[config.mk]
export PLATFORM = sky130hd
export DESIGN_NAME = lu_rr_arbiter_flat
export DESIGN_NICKNAME = d
export VERILOG_FILES = /design/src/rtl/lu_rr_arbiter_if.sv /design/src/rtl/lu_rr_arbiter.sv /design/src/flat_wrapper.sv
export SDC_FILE = /design/constraint.sdc
export NUM_CORES = 1
export LEC_CHECK = 0
export ABC_CLOCK_PERIOD_IN_PS = 1900
export CORE_MARGIN = 2
export CORE_UTILIZATION = 39
export CTS_CLUSTER_SIZE = 8
export DETAILED_ROUTE_END_ITERATION = 7
export PLACE_DENSITY = 0.85
export SLEW_MARGIN = 15
export SYNTH_ARGS = -nofsm -noshare
export SYNTH_HDL_FRONTEND = slang
export SYNTH_SLANG_ARGS = --single-unit
[constraint.sdc]
create_clock -name clk -period 1.9 [get_ports clk]
set_clock_uncertainty 0.1 [all_clocks]
set_input_delay 0.38 -clock clk [delete_from_list [all_inputs] [get_ports clk]]
set_output_delay 0.38 -clock clk [all_outputs]
set_load 0.01 [all_outputs]
[src/rtl/lu_rr_arbiter_if.sv]
// Requester/logic-unit bus of lu_rr_arbiter; slave = arbiter side, master = requesters + logic unit.
// Optional LU_ARB_STATS_EN adds the per-requester grant counters.
interface lu_rr_arbiter_if #(
  parameter int W    = 4,
  parameter int SELW = 3
);
  logic            req0;
  logic [W-1:0]    a0;
  logic [W-1:0]    b0;
  logic [SELW-1:0] sel0;
  logic            req1;
  logic [W-1:0]    a1;
  logic [W-1:0]    b1;
  logic [SELW-1:0] sel1;
  logic            done0;
  logic            res0;
  logic            done1;
  logic            res1;
  logic [W-1:0]    lu_a;
  logic [W-1:0]    lu_b;
  logic [SELW-1:0] lu_sel;
  logic            lu_out;
  logic            busy;
`ifdef LU_ARB_STATS_EN
  logic [7:0]      gnt_cnt0;
  logic [7:0]      gnt_cnt1;

  modport slave (
    input  req0, a0, b0, sel0, req1, a1, b1, sel1, lu_out,
    output done0, res0, done1, res1, lu_a, lu_b, lu_sel, busy, gnt_cnt0, gnt_cnt1
  );
  modport master (
    output req0, a0, b0, sel0, req1, a1, b1, sel1, lu_out,
    input  done0, res0, done1, res1, lu_a, lu_b, lu_sel, busy, gnt_cnt0, gnt_cnt1
  );
`else
  modport slave (
    input  req0, a0, b0, sel0, req1, a1, b1, sel1, lu_out,
    output done0, res0, done1, res1, lu_a, lu_b, lu_sel, busy
  );
  modport master (
    output req0, a0, b0, sel0, req1, a1, b1, sel1, lu_out,
    input  done0, res0, done1, res1, lu_a, lu_b, lu_sel, busy
  );
`endif
endinterface

[src/rtl/lu_rr_arbiter.sv]
// Round-robin arbiter sharing one combinational logic unit between two requesters.
// Optional macro LU_ARB_STATS_EN adds 8-bit wrapping grant counters gnt_cnt0/gnt_cnt1.
//
// state | meaning
// IDLE  | waiting for a request; arbitration happens here only
// ISSUE | lu_* registered and stable, lu_out settling
// RESP  | done pulse of the granted requester is high
module lu_rr_arbiter #(
  parameter int W    = 4,
  parameter int SELW = 3
) (
  input logic             clk,
  input logic             rst_n,
  lu_rr_arbiter_if.slave  bus
);
  localparam logic [1:0] ST_IDLE  = 2'd0;
  localparam logic [1:0] ST_ISSUE = 2'd1;
  localparam logic [1:0] ST_RESP  = 2'd2;

  logic [1:0]      state_q, state_d;
  logic            grant_q, grant_d;
  logic            last_grant_q, last_grant_d;
  logic [W-1:0]    lu_a_q, lu_a_d;
  logic [W-1:0]    lu_b_q, lu_b_d;
  logic [SELW-1:0] lu_sel_q, lu_sel_d;
  logic            done0_q, done0_d;
  logic            done1_q, done1_d;
  logic            res0_q, res0_d;
  logic            res1_q, res1_d;
  logic            win;

  always_comb begin
    state_d      = state_q;
    grant_d      = grant_q;
    last_grant_d = last_grant_q;
    lu_a_d       = lu_a_q;
    lu_b_d       = lu_b_q;
    lu_sel_d     = lu_sel_q;
    res0_d       = res0_q;
    res1_d       = res1_q;
    done0_d      = 1'b0;
    done1_d      = 1'b0;
    // Contention goes to whoever was not served last; a lone request always wins.
    win          = (bus.req0 && bus.req1) ? ~last_grant_q : bus.req1;
    case (state_q)
      ST_IDLE: begin
        if (bus.req0 || bus.req1) begin
          grant_d  = win;
          lu_a_d   = win ? bus.a1   : bus.a0;
          lu_b_d   = win ? bus.b1   : bus.b0;
          lu_sel_d = win ? bus.sel1 : bus.sel0;
          state_d  = ST_ISSUE;
        end
      end
      ST_ISSUE: begin
        if (grant_q) begin
          res1_d  = bus.lu_out;
          done1_d = 1'b1;
        end else begin
          res0_d  = bus.lu_out;
          done0_d = 1'b1;
        end
        last_grant_d = grant_q;
        state_d      = ST_RESP;
      end
      ST_RESP:  state_d = ST_IDLE;
      default:  state_d = ST_IDLE;
    endcase
  end

  always_ff @(posedge clk or negedge rst_n) begin
    if (!rst_n) begin
      state_q      <= ST_IDLE;
      grant_q      <= 1'b0;
      last_grant_q <= 1'b1;
      lu_a_q       <= '0;
      lu_b_q       <= '0;
      lu_sel_q     <= '0;
      done0_q      <= 1'b0;
      done1_q      <= 1'b0;
      res0_q       <= 1'b0;
      res1_q       <= 1'b0;
    end else begin
      state_q      <= state_d;
      grant_q      <= grant_d;
      last_grant_q <= last_grant_d;
      lu_a_q       <= lu_a_d;
      lu_b_q       <= lu_b_d;
      lu_sel_q     <= lu_sel_d;
      done0_q      <= done0_d;
      done1_q      <= done1_d;
      res0_q       <= res0_d;
      res1_q       <= res1_d;
    end
  end

  assign bus.lu_a   = lu_a_q;
  assign bus.lu_b   = lu_b_q;
  assign bus.lu_sel = lu_sel_q;
  assign bus.done0  = done0_q;
  assign bus.done1  = done1_q;
  assign bus.res0   = res0_q;
  assign bus.res1   = res1_q;
  assign bus.busy   = (state_q != ST_IDLE);

`ifdef LU_ARB_STATS_EN
  logic [7:0] gnt_cnt0_q, gnt_cnt0_d;
  logic [7:0] gnt_cnt1_q, gnt_cnt1_d;

  always_comb begin
    gnt_cnt0_d = gnt_cnt0_q;
    gnt_cnt1_d = gnt_cnt1_q;
    if (state_q == ST_ISSUE) begin
      if (grant_q) gnt_cnt1_d = gnt_cnt1_q + 8'd1;
      else         gnt_cnt0_d = gnt_cnt0_q + 8'd1;
    end
  end

  always_ff @(posedge clk or negedge rst_n) begin
    if (!rst_n) begin
      gnt_cnt0_q <= 8'd0;
      gnt_cnt1_q <= 8'd0;
    end else begin
      gnt_cnt0_q <= gnt_cnt0_d;
      gnt_cnt1_q <= gnt_cnt1_d;
    end
  end

  assign bus.gnt_cnt0 = gnt_cnt0_q;
  assign bus.gnt_cnt1 = gnt_cnt1_q;
`endif
endmodule
[src/flat_wrapper.sv]
// flat-port wrapper written by rule: the top's interface ports become plain ports
module lu_rr_arbiter_flat 
#(
  parameter int W    = 4,
  parameter int SELW = 3
)
  (clk, rst_n, bus_req0, bus_a0, bus_b0, bus_sel0, bus_req1, bus_a1, bus_b1, bus_sel1, bus_lu_out, bus_done0, bus_res0, bus_done1, bus_res1, bus_lu_a, bus_lu_b, bus_lu_sel, bus_busy);
  lu_rr_arbiter_if #(.W(W), .SELW(SELW)) bus_i ();
  input logic clk;
  input logic rst_n;
  input wire logic [$bits(bus_i.req0)-1:0] bus_req0;
  input wire logic [$bits(bus_i.a0)-1:0] bus_a0;
  input wire logic [$bits(bus_i.b0)-1:0] bus_b0;
  input wire logic [$bits(bus_i.sel0)-1:0] bus_sel0;
  input wire logic [$bits(bus_i.req1)-1:0] bus_req1;
  input wire logic [$bits(bus_i.a1)-1:0] bus_a1;
  input wire logic [$bits(bus_i.b1)-1:0] bus_b1;
  input wire logic [$bits(bus_i.sel1)-1:0] bus_sel1;
  input wire logic [$bits(bus_i.lu_out)-1:0] bus_lu_out;
  output wire logic [$bits(bus_i.done0)-1:0] bus_done0;
  output wire logic [$bits(bus_i.res0)-1:0] bus_res0;
  output wire logic [$bits(bus_i.done1)-1:0] bus_done1;
  output wire logic [$bits(bus_i.res1)-1:0] bus_res1;
  output wire logic [$bits(bus_i.lu_a)-1:0] bus_lu_a;
  output wire logic [$bits(bus_i.lu_b)-1:0] bus_lu_b;
  output wire logic [$bits(bus_i.lu_sel)-1:0] bus_lu_sel;
  output wire logic [$bits(bus_i.busy)-1:0] bus_busy;
  assign bus_i.req0 = bus_req0;
  assign bus_i.a0 = bus_a0;
  assign bus_i.b0 = bus_b0;
  assign bus_i.sel0 = bus_sel0;
  assign bus_i.req1 = bus_req1;
  assign bus_i.a1 = bus_a1;
  assign bus_i.b1 = bus_b1;
  assign bus_i.sel1 = bus_sel1;
  assign bus_i.lu_out = bus_lu_out;
  assign bus_done0 = bus_i.done0;
  assign bus_res0 = bus_i.res0;
  assign bus_done1 = bus_i.done1;
  assign bus_res1 = bus_i.res1;
  assign bus_lu_a = bus_i.lu_a;
  assign bus_lu_b = bus_i.lu_b;
  assign bus_lu_sel = bus_i.lu_sel;
  assign bus_busy = bus_i.busy;
  lu_rr_arbiter #(.W(W), .SELW(SELW)) u_core (.clk(clk), .rst_n(rst_n), .bus(bus_i));
endmodule
==> flow_summary.toml <==
[timing]
layout_worst_path_cycle_share_pct = 89.5
tightest_slew_ns = 0.240
min_period_ns = 1.70
setup_tns_ns = 0
finalSetupViolations = 0
slew_viol_final = 0
grt_setup_unrepaired = "no"
setup_slack_ns = 0.200
fmax_ghz = 0.588
finalHoldViolCount = 0
relSlewSlack_pct = 84.0

[global_routing]
grt_overflow = 0
grt_antenna_before_repair = 0
grt_pass1_wl_mm = 2.83
grt_max_degree = 20
grt_pass1_vias = 617
groute.usage.overall_pct = 14.9

[placement]
io_buffers = 42
globalplace.congestion = 0.659
dp.cells = 128
dp_slack_ns = -0.116
dp_hpwl_mm = 1.39

[power]
p_sw_share_pct = 31.1
irDropWorstVdd_v = 0.000715
power_frac_clock_pct = 11.1
p_seq_share_pct = 38.3
p_comb_share_pct = 50.6
p_int_uw = 1290
p_leak_uw = 0.000612
switching_power_uw = 582
p_total_uw = 1870
power_density_nw_per_um2 = 1380

[route]
drtIter0Drc = 5
wl_mm = 1.76
remaining_drc_errors = 0
postRouteAntennaNets = 0
viasPerCell = 4.61
detail_route.first_pass.iterations = 4
via_count = 608
wl_per_cell_um = 13.3

[setup_path]
start_kind = "flip-flop"
crit_type = "flip-flop to primary output"
cp_cell_sequence = "clkdlybuf4s50_1"
r2r_setup_slack_ns = 0.26
cp_top_family = "buffers and inverters"
crit_slowest_cell = "clkdlybuf4s50_1"
end_kind = "primary output"
worstPathArrival_ns = 1.22
path_max_fanout = 2
cp.buffers_inverters = 1
slowest_delay_ns = 0.54
crit_required_ns = 1.42

[floorplan]
rows = 17
die_x_um = 51.2
die_h_um = 51.2
design.core.area_sq_um = 2170
ioPinCount = 43
dieArea_sq_um = 2620
start_util_pct = 40.1

[final_layout]
layout-drive-gt1-share_pct = 31.7
fin_cells = 132
syn_to_final_growth_pct = 56.0
fin_nets = 132
antennaDiodeCount = 0
fillers = 195

[synth]
synth_area_sq_um = 870
netlist_instances = 58
syn-num-nets = 85
synth_seq_cells = 19
ys_warn_count = 0
synthMuxAreaShare_pct = 35.0
ys_types = 13
synth_xor_area_share_pct = 0
avgSynthCellArea_sq_um = 15.0
ys_seq_area_share_pct = 54.8
synth-simple-area-share_pct = 2.88
synth_fa_ha_area_share_pct = 0
synth_top_family_by_area = "multiplexers"
synth_compound_gate_area_share_pct = 3.45

[clock_network]
clock_path_buffers = 2
clk-insertion-delay-late_ns = 0.30
cts.clk_slew.worst_paths_ns = 0.12
cts_htree_levels = 1
post_cts_buffers = 0
cts_sinks = 19
cts_buffers = 3
cts_tree = "built"
cts_root_buf = "clkbuf_4"

[min_path]
hold_class = "input pin to async pin"

[run_status]
run_status = "finished clean"

[job]
maxCapViolCount = 0
cell usage after synthesis, drive strengths merged:
cell type	count	area share, %
a21bo	1	1.9
nand2b	1	0.72
nand2	3	1.3
o2bb2ai	1	1.0
buf	2	2.2
nor2	2	0.86
dfrtp	18	52
inv	4	1.7
dfstp	1	3.0
o21ai	1	0.57
mux2	24	35
kinds of logic after synthesis:
group,Yosys count
multiplexers,24
flip-flops,19
AND/OR/NAND/NOR,6
buffers and inverters,6
AO/OA/AOI/OAI,3
power by group through the flow:
| stage | sequential [uW] | clock (uW) | combinational [uW] |
|---|---|---|---|
| global placement | 707 | 0 | 933 |
| floorplan | 787 | 0 | 408 |
| global route | 740 | 237 | 1020 |
| detailed placement | 722 | 0 | 962 |
| finish | 716 | 208 | 947 |
| CTS | 713 | 214 | 965 |
layer usage:
metal  wire [um]  vias up  GRT usage, %
met1         682      288          17.3
met4          31        0          6.58
li1            -      292             -
met3         100        5          2.34
met5           0        -             0
met2         942       23          26.8
registers in the layout, indices dropped and copies added, names as in the netlist:
| register | flops |
|---|---|
| u_core.bus.lu_b | 4 |
| u_core.bus.done0 | 1 |
| u_core.bus.res0 | 1 |
| u_core.grant_q | 1 |
| u_core.state_q | 2 |
| u_core.bus.done1 | 1 |
| u_core.last_grant_q | 1 |
| u_core.bus.lu_a | 4 |
| u_core.bus.lu_sel | 3 |
| u_core.bus.res1 | 1 |
cell type report:
type                       count  area [sq um]  share of cell area (%)
clock inverter                 1          7.51                   0.554
timing repair buffer          44           438                    32.3
clock buffer                   3          22.5                    1.66
multi-input combinational     33           362                    26.7
sequential                    19           477                    35.1
inverter                       4          15.0                    1.11
tap                           28          35.0                    2.58
what timing repair did:
item | CTS | global route
gates resized for setup | 0 | 2
endpoints found under the setup margin | 0 | 1
hold buffers | 0 | 0
cell usage in the layout (no fill, tap or decap):
cell type        netlist  final
dfrtp_1               18     18
clkdlybuf4s50_1        0     41
buf_4                  1      2
dfstp_2                1      1
o21ai_1                0      1
clkbuf_4               0      3
nor2_1                 2      1
a21bo_4                1      1
clkinvlp_4             0      1
mux2_4                 9      9
nand2b_1               1      1
o2bb2ai_1              1      1
inv_1                  4      4
nor2_2                 0      1
nand2_1                3      3
dlymetal6s2s_1         0      1
mux2_2                15     15
per-stage QoR:
step | hold slack [ns] | utilization (%) | instance area, sq um
final | 0.299 | 62.5 | 1360
after global routing | 0.299 | 62.5 | 1360
after CTS | 0.303 | 62.3 | 1350
after detailed placement | 0.367 | 60.9 | 1320
after global placement | 0.356 | 60.9 | 1320
after floorplan | -0.0156 | - | 870
final timing paths:
| kind | startpoint | to | cells after the start |
|---|---|---|---|
| setup reg to reg | u_core.last_grant_q | u_core.bus.lu_a[2] | 3 |
| hold / removal | rst_n | u_core.bus.res1 | 2 |
| hold reg to reg | u_core.last_grant_q | u_core.last_grant_q | 2 |
| min in group clk | u_core.last_grant_q | u_core.last_grant_q | 2 |
| max in group asynchronous | rst_n | u_core.last_grant_q | 2 |
| setup / recovery | u_core.bus.lu_a[2] | bus_lu_a[2] | 1 |
Note: power is estimated with default switching activity, not from simulation.
